[src/rtl/flag_status_unit_if.sv]
// -----------------------------------------------------------------------------
// flag_status_unit_if
//
// Purpose: groups the ALU-flag, stack-control and branch-condition signals
// that pass between the datapath/control unit and flag_status_unit.
//
// Signals:
//   alu_flags    [3:0]          flags from the ALU {N,V,C,Z}
//   flags_en                    load alu_flags into the status register
//   flags_push                  save the status register onto the stack
//   flags_pop                   restore the status register from the stack top
//   err_clear                   clear the sticky stack error
//   cond_code    [3:0]          branch condition selector
//   cond_valid                  evaluate cond_code this cycle
//   flags        [3:0]          registered status flags
//   branch_valid                one-cycle pulse, branch_taken is meaningful
//   branch_taken                registered condition result
//   stack_depth  [DEPTH_W-1:0]  number of occupied stack entries
//   stack_err                   sticky overflow/underflow/conflict error
//
// Modports:
//   master - the driving side (ALU / control unit)
//   slave  - flag_status_unit
//
// Handshake: cond_valid -> branch_valid is a valid-only pipe with no ready.
// Every cycle with cond_valid high at a rising edge yields exactly one
// branch_valid pulse after that edge; the consumer must accept it then.
// -----------------------------------------------------------------------------
interface flag_status_unit_if #(
    parameter int DEPTH_W = 3
);
    logic [3:0]         alu_flags;
    logic               flags_en;
    logic               flags_push;
    logic               flags_pop;
    logic               err_clear;
    logic [3:0]         cond_code;
    logic               cond_valid;
    logic [3:0]         flags;
    logic               branch_valid;
    logic               branch_taken;
    logic [DEPTH_W-1:0] stack_depth;
    logic               stack_err;

    modport master (
        output alu_flags, flags_en, flags_push, flags_pop, err_clear,
               cond_code, cond_valid,
        input  flags, branch_valid, branch_taken, stack_depth, stack_err
    );

    modport slave (
        input  alu_flags, flags_en, flags_push, flags_pop, err_clear,
               cond_code, cond_valid,
        output flags, branch_valid, branch_taken, stack_depth, stack_err
    );
endinterface

[src/rtl/flag_status_unit.sv]
// -----------------------------------------------------------------------------
// flag_status_unit
//
// Purpose: processor status register for the ALU flags {N,V,C,Z}, a branch
// condition evaluator with a registered taken/not-taken result, and a small
// LIFO used to save/restore the flags across interrupt entry and return.
//
// Ports:
//   clk  - system clock, all state updates on the rising edge
//   rst  - asynchronous, active-high reset
//   bus  - flag_status_unit_if.slave (see the interface for signal list);
//          the interface DEPTH_W must match this module's DEPTH_W.
//
// Parameters:
//   STACK_DEPTH - number of flag save entries (>= 1)
//   DEPTH_W     - width of stack_depth
// -----------------------------------------------------------------------------
module flag_status_unit #(
    parameter int STACK_DEPTH = 4,
    parameter int DEPTH_W     = $clog2(STACK_DEPTH + 1)
) (
    input  logic              clk,
    input  logic              rst,
    flag_status_unit_if.slave bus
);

    localparam int IDX_W = (STACK_DEPTH > 1) ? $clog2(STACK_DEPTH) : 1;
    localparam logic [DEPTH_W-1:0] FULL_LVL = DEPTH_W'(STACK_DEPTH);

    logic [3:0]         flags_q;
    logic [DEPTH_W-1:0] depth_q;
    logic               err_q;
    logic               bvalid_q;
    logic               btaken_q;
    logic [3:0]         stack_mem [STACK_DEPTH];

    logic               push_req;
    logic               pop_req;
    logic               both_req;
    logic               full;
    logic               empty;
    logic               push_ok;
    logic               pop_ok;
    logic               err_now;
    logic [DEPTH_W-1:0] depth_m1;
    logic [IDX_W-1:0]   wr_idx;
    logic [IDX_W-1:0]   rd_idx;
    logic [3:0]         flags_next;
    logic               cond_result;

    // Flag condition lookup; f is {N,V,C,Z}.
    function automatic logic eval_cond(input logic [3:0] code, input logic [3:0] f);
        logic z, c, v, n;
        z = f[0];
        c = f[1];
        v = f[2];
        n = f[3];
        case (code)
            4'd0:    eval_cond = z;
            4'd1:    eval_cond = !z;
            4'd2:    eval_cond = c;
            4'd3:    eval_cond = !c;
            4'd4:    eval_cond = n;
            4'd5:    eval_cond = !n;
            4'd6:    eval_cond = v;
            4'd7:    eval_cond = !v;
            4'd8:    eval_cond = c & !z;
            4'd9:    eval_cond = !c | z;
            4'd10:   eval_cond = (n == v);
            4'd11:   eval_cond = (n != v);
            4'd12:   eval_cond = !z & (n == v);
            4'd13:   eval_cond = z | (n != v);
            4'd14:   eval_cond = 1'b1;
            default: eval_cond = 1'b0;
        endcase
    endfunction

    always_comb begin
        push_req = bus.flags_push & ~bus.flags_pop;
        pop_req  = bus.flags_pop & ~bus.flags_push;
        both_req = bus.flags_push & bus.flags_pop;
        full     = (depth_q == FULL_LVL);
        empty    = (depth_q == '0);
        push_ok  = push_req & ~full;
        pop_ok   = pop_req & ~empty;
        err_now  = (push_req & full) | (pop_req & empty) | both_req;

        // Index slices are only used when the matching push/pop is legal,
        // so the truncation of depth to IDX_W bits never aliases.
        depth_m1 = depth_q - DEPTH_W'(1);
        wr_idx   = depth_q[IDX_W-1:0];
        rd_idx   = depth_m1[IDX_W-1:0];

        // Pop beats FlagsEn; an illegal pop/push leaves FlagsEn in charge.
        if (pop_ok) begin
            flags_next = stack_mem[rd_idx];
        end else if (bus.flags_en) begin
            flags_next = bus.alu_flags;
        end else begin
            flags_next = flags_q;
        end

        // Evaluate against the forwarded value so a same-cycle compare and
        // branch sees the fresh flags.
        cond_result = eval_cond(bus.cond_code, flags_next);
    end

    always_ff @(posedge clk or posedge rst) begin
        if (rst) begin
            flags_q  <= '0;
            depth_q  <= '0;
            err_q    <= 1'b0;
            bvalid_q <= 1'b0;
            btaken_q <= 1'b0;
        end else begin
            flags_q  <= flags_next;
            bvalid_q <= bus.cond_valid;
            if (bus.cond_valid) begin
                btaken_q <= cond_result;
            end
            if (push_ok) begin
                depth_q <= depth_q + DEPTH_W'(1);
            end else if (pop_ok) begin
                depth_q <= depth_m1;
            end
            // A new error in the same cycle wins over err_clear.
            if (err_now) begin
                err_q <= 1'b1;
            end else if (bus.err_clear) begin
                err_q <= 1'b0;
            end
        end
    end

    // Stack contents are don't-care after reset, so no reset here.
    always_ff @(posedge clk) begin
        if (push_ok) begin
            stack_mem[wr_idx] <= flags_q;
        end
    end

    assign bus.flags        = flags_q;
    assign bus.branch_valid = bvalid_q;
    assign bus.branch_taken = btaken_q;
    assign bus.stack_depth  = depth_q;
    assign bus.stack_err    = err_q;

endmodule

[src/flat_wrapper.sv]
// flat-port wrapper written by rule: the top's interface ports become plain ports
module flag_status_unit_flat 
#(
    parameter int STACK_DEPTH = 4,
    parameter int DEPTH_W     = $clog2(STACK_DEPTH + 1)
)
  (clk, rst, bus_alu_flags, bus_flags_en, bus_flags_push, bus_flags_pop, bus_err_clear, bus_cond_code, bus_cond_valid, bus_flags, bus_branch_valid, bus_branch_taken, bus_stack_depth, bus_stack_err);
  flag_status_unit_if #(.DEPTH_W(DEPTH_W)) bus_i ();
  input  logic clk;
  input  logic rst;
  input wire logic [$bits(bus_i.alu_flags)-1:0] bus_alu_flags;
  input wire logic [$bits(bus_i.flags_en)-1:0] bus_flags_en;
  input wire logic [$bits(bus_i.flags_push)-1:0] bus_flags_push;
  input wire logic [$bits(bus_i.flags_pop)-1:0] bus_flags_pop;
  input wire logic [$bits(bus_i.err_clear)-1:0] bus_err_clear;
  input wire logic [$bits(bus_i.cond_code)-1:0] bus_cond_code;
  input wire logic [$bits(bus_i.cond_valid)-1:0] bus_cond_valid;
  output wire logic [$bits(bus_i.flags)-1:0] bus_flags;
  output wire logic [$bits(bus_i.branch_valid)-1:0] bus_branch_valid;
  output wire logic [$bits(bus_i.branch_taken)-1:0] bus_branch_taken;
  output wire logic [$bits(bus_i.stack_depth)-1:0] bus_stack_depth;
  output wire logic [$bits(bus_i.stack_err)-1:0] bus_stack_err;
  assign bus_i.alu_flags = bus_alu_flags;
  assign bus_i.flags_en = bus_flags_en;
  assign bus_i.flags_push = bus_flags_push;
  assign bus_i.flags_pop = bus_flags_pop;
  assign bus_i.err_clear = bus_err_clear;
  assign bus_i.cond_code = bus_cond_code;
  assign bus_i.cond_valid = bus_cond_valid;
  assign bus_flags = bus_i.flags;
  assign bus_branch_valid = bus_i.branch_valid;
  assign bus_branch_taken = bus_i.branch_taken;
  assign bus_stack_depth = bus_i.stack_depth;
  assign bus_stack_err = bus_i.stack_err;
  flag_status_unit #(.STACK_DEPTH(STACK_DEPTH), .DEPTH_W(DEPTH_W)) u_core (.clk(clk), .rst(rst), .bus(bus_i));
endmodule
[config.mk]
export PLATFORM = sky130hd
export DESIGN_NAME = flag_status_unit_flat
export DESIGN_NICKNAME = d
export VERILOG_FILES = /design/src/rtl/flag_status_unit_if.sv /design/src/rtl/flag_status_unit.sv /design/src/flat_wrapper.sv
export SDC_FILE = /design/constraint.sdc
export NUM_CORES = 1
export LEC_CHECK = 0
export ABC_AREA = 1
export BUFFER_PORTS_ARGS = -buffer_cell sky130_fd_sc_hd__clkbuf_2
export CAP_MARGIN = 20
export CORE_MARGIN = 8
export CORE_UTILIZATION = 40
export CTS_BUF_LIST = sky130_fd_sc_hd__clkbuf_2
export DETAILED_ROUTE_END_ITERATION = 7
export PLACE_DENSITY = 0.58
export SYNTH_ARGS = -nofsm -noshare
export SYNTH_HDL_FRONTEND = slang
export SYNTH_SLANG_ARGS = --single-unit
[constraint.sdc]
create_clock -name clk -period 2.6 [get_ports clk]
set_clock_uncertainty 0.1 [all_clocks]
set_input_delay 0.52 -clock clk [delete_from_list [all_inputs] [get_ports clk]]
set_output_delay 0.52 -clock clk [all_outputs]
set_load 0.005 [all_outputs]
==> impl_results.md <==
* Outcome: complete, no violations
* Clock Path Buffers at 2
* Post-DP HPWL at 2.88 mm
* Cell variety after synth at 20
* Post-synth net total at 209
* Final Non-Filler Cells at 265
* Nature of the critical path endpoint: flop
* Clock transition at the registers of the reported paths at 0.23 ns
* Via density at 5.03
* Syn Area/Cell at 7.97 um2
* Static Leak at 0.876 nW
* Fin. max-slew vios at 0
* Class of the worst hold path: input pin to flop
* Sw Ratio at 42.4%
* CTS Buf Count at 3
* Diode count at 0
* Register area share after synthesis at 48.5%
* Largest net degree at the start of global routing at 16
* RSZ-0062 raised after global routing: no
* Maximum vdd drop at 0.000479 V
* Die Y at 77.4 um
* Starting density of the core at 41.5%
* Synth Instances at 189
* Kind of critical path: flop to flop
* Cell accounting for the most synthesized area: edfxtp_1
* Row Count at 22
* Cell Area, Placed at 0.00168 mm2
* Slew HR at 70.2%
* WL/cell at 13.8 um
* CP required at 2.78 ns
* Core area at 0.00363 mm2
* Hold Fails Final Rpt at 0
* Placed insts at 260
* Cell Area, Synth at 0.00151 mm2
* Power, Total at 1.63 mW
* Setup TNS Final at 0 ns
* Die Width at 77.4 um
* Initial antenna violation count at 0
* Post-route cell area at 0.00173 mm2
* Fin crit period at 2.22 ns
* Endpoints failing setup at 0
* Total congestion overflow at 0
* Pwr Density at 943 mW/mm2
* Die area at 0.00599 mm2
* Share of layout cells above drive strength 1 at 20.3%
* Arr. time, crit path at 2.40 ns
* Port Buffer Count at 24
* CTS H-tree depth at 1
* Fin nets at 238
* Post-route ant nets at 0
* Nature of the critical path startpoint: flop
* Register bit total from synthesis at 26
* GRT Overall Usage at 12.5%
* WL final at 3.66 mm
* Fmax at 451 MHz
* Vias after detailed routing at 1332
* Final Cycle Share at 85.2%
* CTS Root Cell: clkbuf_2
* Worst Path Max Fanout at 13
* Clk_lat worst skew at 0.36 ns
* Max-cap violations at 0
* Synth top area share at 31.9%
* Clk pwr share at 15.7%
* CTS tree: built
* First-pass GRT wire length at 6.14 mm
* Worst-Margin Slew at 0.446 ns
* Synthesis-to-finish area growth at 15.0%
* NetSw at 692 uW
* Comb pwr share at 42.1%
* Detailed Routing Iterations Pass 1 at 4
* Internal at 941 uW
* DR iter-0 viols at 152
* CTS sink cnt at 26
* Residual DRC at 0
* Gpl congestion at 0.932
* Largest cells by area after synthesis: edfxtp_1 (32%), dfrtp_1 (17%), nand2_1 (15%)
* Synth Warn # at 0
* Via count of the first global-routing pass at 1362
* Boundary Pins at 25
* Sequential share of power at 42.3%
metrics by stage:
step	hold WS [ns]	setup WS [ns]	util, %
floorplan	0.260	0.612	-
global placement	0.383	0.353	46.1
detailed placement	0.372	0.295	46.1
CTS	0.153	0.269	47.6
global route	0.131	0.135	47.7
finish	0.181	0.385	47.7
state kept, by name, summed over array words and instances, names as in the netlist:
signal	cells
u_core.bus.stack_err	1
u_core.bus.branch_valid	1
u_core.bus.stack_depth	3
u_core.bus.flags	4
u_core.bus.branch_taken	1
u_core.stack_mem	16
area by class of cell:
| cell class | count | area [um2] |
|---|---|---|
| Sequential cell | 26 | 732 |
| Inverter | 29 | 114 |
| Clock buffer | 3 | 15.0 |
| Clock inverter | 1 | 30.0 |
| Timing Repair Buffer | 25 | 130 |
| Fill cell | 370 | 1900 |
| Tap cell | 48 | 60.1 |
| Multi-Input combinational cell | 133 | 651 |
worst max-delay path, stage by stage (launching register included):
cell and delay, ns:
dfrtp_2 0.59, inv_6 0.09, ha_1 0.41, inv_2 0.11, nand3_1 0.11, nand2_1 0.07
nand2_1 0.05, nand2_1 0.12, nand2_2 0.09, nand3b_1 0.10, nand2_1 0.06, a21oi_2 0.09
nand2_1 0.06, nand2_1 0.05, nand2_1 0.04
power by group through the flow:
stage	clock, mW	sequential (mW)	combinational, mW
floorplan	0	0.640	0.521
global placement	0	0.698	0.675
detailed placement	0	0.700	0.682
CTS	0.266	0.690	0.689
global route	0.280	0.707	0.790
finish	0.256	0.691	0.687
kinds of logic after synthesis:
logic type                 count (synthesis)  share of synthesized area (%)
xor gates and xnor gates                   2                           1.16
AOI/OAI and AO/OA                          9                           3.49
adders and majority gates                  5                           4.15
and+or+nand+nor                          117                           34.4
DFF                                       26                           48.5
buffers and inverters                     30                           8.30
synthesized netlist by cell type:
master,number
nor2_4,1
xor2_1,2
inv_1,26
edfxtp_1,16
nor3_1,1
a21oi_2,1
nor2_1,20
nand2_1,61
nand2_2,8
dfrtp_1,10
ha_1,5
nand3b_1,1
clkinv_1,1
o221ai_1,1
inv_6,1
buf_6,1
nand3_2,3
o21ai_0,7
inv_2,1
nand3_1,22
metal layers:
| metal | track usage (%) | vias up | share of wire, % |
|---|---|---|---|
| li1 | - | 653 | - |
| met1 | 15.6 | 638 | 49 |
| met4 | 3.77 | 0 | 0.63 |
| met3 | 3.69 | 4 | 5.9 |
| met2 | 20.2 | 37 | 45 |
| met5 | 0 | - | 0 |
final timing paths:
kind,startpoint,end,slack (ns),cells after the start
min in group asynchronous,rst,u_core.bus.flags[2],0.54,3
setup reg to reg,u_core.bus.stack_depth[0],u_core.bus.branch_taken,0.38,14
hold reg to reg,u_core.bus.branch_taken,u_core.bus.branch_taken,0.42,2
setup / recovery,u_core.bus.stack_depth[0],u_core.bus.branch_taken,0.38,14
max in group asynchronous,rst,u_core.bus.stack_depth[0],1.52,3
hold / removal,bus_cond_valid,u_core.bus.branch_valid,0.18,1
timing repair:
action                                  in CTS  in global routing
hold endpoints to repair                    10                  0
gates resized for setup                      0                  1
hold buffers                                 1                  0
buffers inserted                             0                  0
endpoints found under the setup margin       0                  1
placed cells by master, fill, tap and decap left out, types with 2 or more instances in the layout:
| master | n |
|---|---|
| clkbuf_2 | 27 |
| dfrtp_1 | 9 |
| edfxtp_1 | 16 |
| ha_1 | 5 |
| inv_1 | 26 |
| nand2_1 | 61 |
| nand2_2 | 8 |
| nand3_1 | 22 |
| nand3_2 | 3 |
| nor2_1 | 20 |
| o21ai_0 | 7 |
| xor2_1 | 2 |
Power figures use the tool's default switching activity.
